File: src/rtl/buzzer_seq_pkg.sv
// Shared definitions for the buzzer note sequencer: register map, control and
// status bit positions, FSM state encoding and the queued note entry layout.
package buzzer_seq_pkg;

    // Register offsets on the 2-bit IO address
    localparam logic [1:0] REG_NOTE_DATA = 2'd0;
    localparam logic [1:0] REG_NOTE_DUR  = 2'd1;
    localparam logic [1:0] REG_CTRL      = 2'd2;
    localparam logic [1:0] REG_STATUS    = 2'd3;

    // CTRL write bits
    localparam int unsigned CTRL_ENABLE  = 0;
    localparam int unsigned CTRL_FLUSH   = 1;
    localparam int unsigned CTRL_CLR_OVF = 2;

    // STATUS read bits
    localparam int unsigned STAT_BUSY     = 0;
    localparam int unsigned STAT_FULL     = 1;
    localparam int unsigned STAT_EMPTY    = 2;
    localparam int unsigned STAT_OVERFLOW = 3;
    localparam int unsigned STAT_COUNT_LO = 4;

    typedef enum logic [1:0] {
        ST_IDLE = 2'd0,
        ST_LOAD = 2'd1,
        ST_PLAY = 2'd2
    } seq_state_t;

    // One queued note: tone code in the upper half, duration in ticks below
    typedef struct packed {
        logic [15:0] data;
        logic [15:0] dur;
    } note_entry_t;

endpackage

File: src/rtl/note_fifo.sv
// Synchronous FIFO of note entries with flush and a registered head output.
module note_fifo
    import buzzer_seq_pkg::*;
#(
    parameter int DEPTH = 4,
    localparam int AW = $clog2(DEPTH),
    localparam int CW = $clog2(DEPTH) + 1
) (
    input  logic          i_clk,
    input  logic          i_rst_n,
    input  logic          i_push,
    input  note_entry_t   i_data,
    input  logic          i_pop,
    input  logic          i_flush,
    output note_entry_t   o_head,
    output logic          o_full,
    output logic          o_empty,
    output logic [CW-1:0] o_count
);

    note_entry_t   r_mem [DEPTH];
    note_entry_t   r_head;
    logic [AW-1:0] r_wr_ptr;
    logic [AW-1:0] r_rd_ptr;
    logic [CW-1:0] r_count;

    logic          w_do_push;
    logic          w_do_pop;
    logic [AW-1:0] w_rd_nxt;

    assign o_full    = (r_count == CW'(DEPTH));
    assign o_empty   = (r_count == '0);
    assign o_count   = r_count;
    assign o_head    = r_head;

    // Flush takes priority over both push and pop
    assign w_do_push = i_push && !o_full && !i_flush;
    assign w_do_pop  = i_pop && !o_empty && !i_flush;
    assign w_rd_nxt  = w_do_pop ? (r_rd_ptr + AW'(1)) : r_rd_ptr;

    // Entry storage, written at the tail
    always_ff @(posedge i_clk) begin
        if (w_do_push) begin
            r_mem[r_wr_ptr] <= i_data;
        end
    end

    // Pointers, occupancy and head register
    always_ff @(posedge i_clk) begin
        if (!i_rst_n || i_flush) begin
            r_wr_ptr <= '0;
            r_rd_ptr <= '0;
            r_count  <= '0;
            r_head   <= '0;
        end else begin
            if (w_do_push) begin
                r_wr_ptr <= r_wr_ptr + AW'(1);
            end
            r_rd_ptr <= w_rd_nxt;
            r_count  <= r_count + CW'(w_do_push) - CW'(w_do_pop);
            // New head bypasses storage when the pushed entry lands at the next read slot
            if (w_do_push && (r_wr_ptr == w_rd_nxt)) begin
                r_head <= i_data;
            end else begin
                r_head <= r_mem[w_rd_nxt];
            end
        end
    end

endmodule

File: src/rtl/buzzer_sequencer.sv
// Memory-mapped note sequencer: queues {tone, duration} notes and plays them
// back-to-back by driving the buzzer's chip-select, write strobe and data.
module buzzer_sequencer
    import buzzer_seq_pkg::*;
#(
    parameter int TICK_DIV   = 25000,
    parameter int FIFO_DEPTH = 4
) (
    input  logic        clock,
    input  logic        reset,
    input  logic        seqCtrl,
    input  logic        write_enable,
    input  logic        read_enable,
    input  logic [1:0]  address,
    input  logic [15:0] write_data_in,
    output logic [15:0] read_data_out,
    output logic        buzzer_ctrl,
    output logic        buzzer_we,
    output logic [15:0] buzzer_wdata
);

    localparam int PW = $clog2(TICK_DIV);
    localparam int CW = $clog2(FIFO_DEPTH) + 1;
    localparam logic [PW-1:0] TICK_LAST = PW'(TICK_DIV - 1);

    seq_state_t    r_state;
    seq_state_t    w_state_nxt;

    logic          r_enable;
    logic          r_overflow;
    logic [15:0]   r_dur_stage;
    logic [PW-1:0] r_presc;
    logic [15:0]   r_remain;
    logic          r_buzzer_ctrl;
    logic          r_buzzer_we;
    logic [15:0]   r_buzzer_wdata;

    logic          w_wr;
    logic          w_ctrl_wr;
    logic          w_push;
    logic          w_flush;
    logic          w_disable;
    logic          w_pop;
    logic          w_play_done;
    logic          w_full;
    logic          w_empty;
    logic [CW-1:0] w_count;
    logic [2:0]    w_count3;
    note_entry_t   w_head;
    note_entry_t   w_push_entry;
    logic [15:0]   w_status;

    assign w_wr         = seqCtrl && write_enable;
    assign w_ctrl_wr    = w_wr && (address == REG_CTRL);
    assign w_push       = w_wr && (address == REG_NOTE_DATA);
    assign w_flush      = w_ctrl_wr && write_data_in[CTRL_FLUSH];
    assign w_disable    = w_ctrl_wr && !write_data_in[CTRL_ENABLE];
    assign w_push_entry = '{data: write_data_in, dur: r_dur_stage};
    assign w_count3     = 3'(w_count);

    // Final tick of a note ends PLAY in the same cycle remain reaches zero
    assign w_play_done  = (r_remain == '0) ||
                          ((r_remain == 16'd1) && (r_presc == TICK_LAST));

    note_fifo #(
        .DEPTH(FIFO_DEPTH)
    ) u_fifo (
        .i_clk   (clock),
        .i_rst_n (reset),
        .i_push  (w_push),
        .i_data  (w_push_entry),
        .i_pop   (w_pop),
        .i_flush (w_flush),
        .o_head  (w_head),
        .o_full  (w_full),
        .o_empty (w_empty),
        .o_count (w_count)
    );

    // Register file: staged duration, enable and sticky overflow
    always_ff @(posedge clock) begin
        if (!reset) begin
            r_dur_stage <= '0;
            r_enable    <= 1'b0;
            r_overflow  <= 1'b0;
        end else begin
            if (w_wr && (address == REG_NOTE_DUR)) begin
                r_dur_stage <= write_data_in;
            end
            if (w_ctrl_wr) begin
                r_enable <= write_data_in[CTRL_ENABLE];
            end
            if (w_ctrl_wr && write_data_in[CTRL_CLR_OVF]) begin
                r_overflow <= 1'b0;
            end else if (w_push && w_full && !w_flush) begin
                r_overflow <= 1'b1;
            end
        end
    end

    // FSM state register
    always_ff @(posedge clock) begin
        if (!reset) begin
            r_state <= ST_IDLE;
        end else begin
            r_state <= w_state_nxt;
        end
    end

    // FSM next state and FIFO pop
    always_comb begin
        w_state_nxt = r_state;
        w_pop       = 1'b0;
        case (r_state)
            ST_IDLE: begin
                if (r_enable && !w_empty) begin
                    w_state_nxt = ST_LOAD;
                end
            end
            ST_LOAD: begin
                w_pop       = 1'b1;
                w_state_nxt = ST_PLAY;
            end
            ST_PLAY: begin
                if (w_play_done) begin
                    w_state_nxt = (r_enable && !w_empty) ? ST_LOAD : ST_IDLE;
                end
            end
            default: w_state_nxt = ST_IDLE;
        endcase
        // A flush or an enable-clearing CTRL write aborts playback at this edge
        if (w_flush || w_disable) begin
            w_state_nxt = ST_IDLE;
        end
    end

    // Note timing: prescaler and remaining tick count
    always_ff @(posedge clock) begin
        if (!reset) begin
            r_presc  <= '0;
            r_remain <= '0;
        end else if (r_state == ST_LOAD) begin
            r_presc  <= '0;
            r_remain <= w_head.dur;
        end else if (r_state == ST_PLAY) begin
            if (r_presc == TICK_LAST) begin
                r_presc <= '0;
                if (r_remain != '0) begin
                    r_remain <= r_remain - 16'd1;
                end
            end else begin
                r_presc <= r_presc + PW'(1);
            end
        end
    end

    // Registered buzzer outputs follow the current state
    always_ff @(posedge clock) begin
        if (!reset) begin
            r_buzzer_ctrl  <= 1'b0;
            r_buzzer_we    <= 1'b0;
            r_buzzer_wdata <= '0;
        end else begin
            r_buzzer_ctrl <= (r_state != ST_IDLE);
            r_buzzer_we   <= (r_state == ST_LOAD);
            if (r_state == ST_LOAD) begin
                r_buzzer_wdata <= w_head.data;
            end
        end
    end

    assign buzzer_ctrl  = r_buzzer_ctrl;
    assign buzzer_we    = r_buzzer_we;
    assign buzzer_wdata = r_buzzer_wdata;

    // STATUS word, driven only during a qualified read
    always_comb begin
        w_status                = '0;
        w_status[STAT_BUSY]     = (r_state != ST_IDLE);
        w_status[STAT_FULL]     = w_full;
        w_status[STAT_EMPTY]    = w_empty;
        w_status[STAT_OVERFLOW] = r_overflow;
        w_status[STAT_COUNT_LO +: 3] = w_count3;
    end

    assign read_data_out = (seqCtrl && read_enable && (address == REG_STATUS)) ? w_status : '0;

endmodule
File: config.mk
export PLATFORM = sky130hd
export DESIGN_NAME = buzzer_sequencer
export DESIGN_NICKNAME = d
export VERILOG_FILES = /design/src/rtl/buzzer_seq_pkg.sv /design/src/rtl/note_fifo.sv /design/src/rtl/buzzer_sequencer.sv
export SDC_FILE = /design/constraint.sdc
export NUM_CORES = 1
export LEC_CHECK = 0
export CAP_MARGIN = 20
export CELL_PAD_IN_SITES_DETAIL_PLACEMENT = 1
export CELL_PAD_IN_SITES_GLOBAL_PLACEMENT = 1
export CORE_AREA = 2 2 151 153
export CTS_CLUSTER_DIAMETER = 200
export DETAILED_ROUTE_END_ITERATION = 7
export DIE_AREA = 0 0 153 155
export PLACE_DENSITY_LB_ADDON = 0.1
export REMOVE_ABC_BUFFERS = 1
export SYNTH_ARGS = -nofsm -noshare
export SYNTH_HDL_FRONTEND = slang
export SYNTH_SLANG_ARGS = --single-unit
File: constraint.sdc
create_clock -name clock -period 3.69 [get_ports clock]
set_input_delay 0.738 -clock clock [delete_from_list [all_inputs] [get_ports clock]]
set_output_delay 0.738 -clock clock [all_outputs]
set_load 0.03 [all_outputs]
==> results.md <==
- Non-Filler Instances: ~1.3k
- # resized after CTS: 0
- Least-Margin Pin Slew: 1140 ps
- CP Class: in2out
- CP Max Fanout: 7
- Post-synth top flop: edfxtp_1
- Total CTS buffers: 26
- Final setup TNS: 0 ps
- Status: complete, no violations
- Clock Tree Buf Depth: 3
- YS warnings: 0
- DR DRC count: 0
- Synth async-reset ratio: 0%
- RePlAce Congestion: 0.826
- ANT cells: 0
- Post-DRT Antenna Nets: 0
- Vias: 8041
- Fin crit period: about 3200 ps
- Final max-slew violation count: 0
- Vias in the first global route: 8771
- Via/cell ratio: about 6.3
- H-tree depth: 1
- Clock-pin slew on the worst setup and hold paths: about 60 ps
- Yosys reg bits: 236
- Hold WC Path Type: reg2reg
- Clock sink total: 236
- Io pins: 57
- Seq/Total Area, Yosys: 57.2%
- Fmax: 0.310 GHz
- Initial antenna violation count: 0
- Root Driver: clkbuf_16
- Netlist cell types: 62
- Mapped Area: 0.0105 mm²
- CTS tree: built
- Final instance area: 0.0121 mm²
- WL per Instance: roughly 24 µm
- Final Skew: 15.0 ps
- Clock insertion delay at the later pin of the skew report: 530 ps
- Floorplan row count: between 50 and 60
- Setup violators final: 0
- GRT overflow: 0
- Register-to-Register Path Depth: 8
- Final period util: 87.4%
- Largest net degree at the start of global routing: 100
- Initial DRC Count: ~430
- Die width: between 150 and 200 µm
- Worst slew margin: 23.6%
- Fin nets: just over 1k
- Worst vdd ir: roughly 0.57 mV
- RSZ-0062 raised after global routing: false
- DR pass1 iterations: 7
- Core area: between 0.02 and 0.025 mm²
- CP required: 2950 ps
- Global Route Usage Sum: 25.3%
- Post-detail-place hpwl: 17.6 mm
- Hold Path Depth: 2
- Die area: approximately 0.024 mm²
- Mapped Avg Cell Area: roughly 11 µm²
- Die Y: 155 µm
- First-pass GRT wire length: 47.5 mm
- Hold-fix buffers at CTS: 0
- Final wirelength: 30.2 mm
- P&R area growth vs syn: 15.0%
- Finished Core Util: 54.3%
- Syn Inst Count: 955
- Share of post-route cells with drive strength above 1: 7.70%
- Dpl cells: 1237
- Crit path capture type: output port
- Arrival time at the worst endpoint: 2490 ps
- EDFF count, synth: 128
- IO Port Bufs: 47
- Power per cell area: 519 mW/mm²
- Starting Density: 47.3%
- Crit start category: input pin
- Final Hold Viols: 0
- Postcts setup bufs: 0
- Max Cap Violations: 0
- Pleak: 3.82 nW
- Cell Area, Placed: between 0.01 and 0.015 mm²
through the flow:
stage          hold slack (ps)  power (mW)  worst slack (ps)
2_1_floorplan              432        3.39             -6910
3_3_place_gp               457        3.62               250
3_5_place_dp               465        3.65              98.5
4_1_cts                    481        6.30               482
5_1_grt                    499        6.48               340
6_report                   471        6.27               464
power by group:
group / switching (mW) / internal [mW]
Clock: 1.04 / 1.62
Sequential: 0.0710 / 2.84
Combinational: 0.448 / 0.244
Total: 1.56 / 4.70
flip-flops by register name, summed over array words and instances, names as in the netlist:
| name | count |
|---|---|
| u_fifo.r_mem | 128 |
| r_dur_stage | 16 |
| r_remain | 16 |
| u_fifo.o_count | 3 |
| buzzer_wdata | 16 |
| r_enable | 1 |
| u_fifo.o_head | 32 |
| r_state | 2 |
| u_fifo.r_rd_ptr | 2 |
| r_presc | 15 |
| u_fifo.r_wr_ptr | 2 |
| buzzer_we | 1 |
| buzzer_ctrl | 1 |
| r_overflow | 1 |
layout make-up:
type                            instances  area (µm²)
Fill cell                            2332       10100
Sequential cell                       236        6010
Multi-Input combinational cell        633        4120
Clock buffer                           35         746
Timing Repair Buffer                   72         671
Tap cell                              285         357
Clock inverter                         13         136
Inverter                               11        41.3
cells in the mapped netlist, types with 14 or more instances:
cell	count	area (µm²)
xor2_1	14	123
a211oi_1	32	240
dfxtp_1	108	2160
clkbuf_1	53	199
o31ai_1	35	263
nor3_1	76	380
or3_1	37	231
o22ai_1	31	194
nor2_1	61	229
a32o_1	32	320
a21oi_1	57	285
edfxtp_1	128	3840
mux2i_1	50	500
nand3_1	14	70.1
nand2_1	65	244
worst max-delay path, stage by stage:
cell and delay (ps):
clkdlybuf4s50_1 630, and4_1 300, and2_1 150, clkdlybuf4s50_1 670
layout by cell type (no fill, tap or decap), types with 3 or more instances in the layout:
cell type | netlist | layout
a211oi_1 | 32 | 32
a21oi_1 | 57 | 57
a22oi_1 | 4 | 4
a31oi_1 | 10 | 9
a32o_1 | 32 | 32
and2_1 | 12 | 12
and4_1 | 3 | 3
buf_4 | 13 | 24
bufinv_16 | 0 | 3
clkbuf_1 | 53 | 4
clkbuf_16 | 0 | 27
clkbuf_8 | 0 | 4
clkdlybuf4s50_1 | 0 | 47
clkinv_1 | 0 | 4
clkinv_2 | 0 | 7
conb_1 | 1 | 9
dfxtp_1 | 108 | 108
edfxtp_1 | 128 | 128
ha_1 | 12 | 11
inv_1 | 11 | 10
mux2i_1 | 50 | 50
nand2_1 | 65 | 64
nand2b_1 | 4 | 3
nand3_1 | 14 | 14
nand3b_1 | 5 | 5
nand4_1 | 8 | 8
nor2_1 | 61 | 61
nor2b_1 | 7 | 6
nor3_1 | 76 | 76
o21ai_0 | 6 | 6
o21ai_1 | 3 | 3
o22ai_1 | 31 | 31
o31ai_1 | 35 | 35
or3_1 | 37 | 37
or4_1 | 5 | 5
xnor2_1 | 7 | 7
xor2_1 | 14 | 14
routing by layer:
layer,wire length (µm),track usage (%),vias to the layer above
li1,-,-,3673
met1,12400,31.3,4067
met2,15600,46.2,229
met3,1410,2.84,72
met4,809,8.29,0
met5,0,0,-
cells by family after synthesis:
group / share of synthesized area, %
AND/OR/NAND/NOR: 14.9
flip-flops: 57.2
AO/OA/AOI/OAI: 15.6
buffers and inverters: 4.18
multiplexers: 4.76
XOR/XNOR: 1.75
adder cells (fa/ha/maj): 1.62
other: 0.0357
worst paths after layout:
path | start | to | slack [ps]
worst max-delay path | address[1] | read_data_out[5] | 460
worst min-delay path | u_fifo.o_head[21] | buzzer_wdata[5] | 470
worst max register to register | r_state[1] | u_fifo.o_head[22] | 510
worst min register to register | u_fifo.o_head[21] | buzzer_wdata[5] | 470
Note: power is estimated with default switching activity, not from simulation.
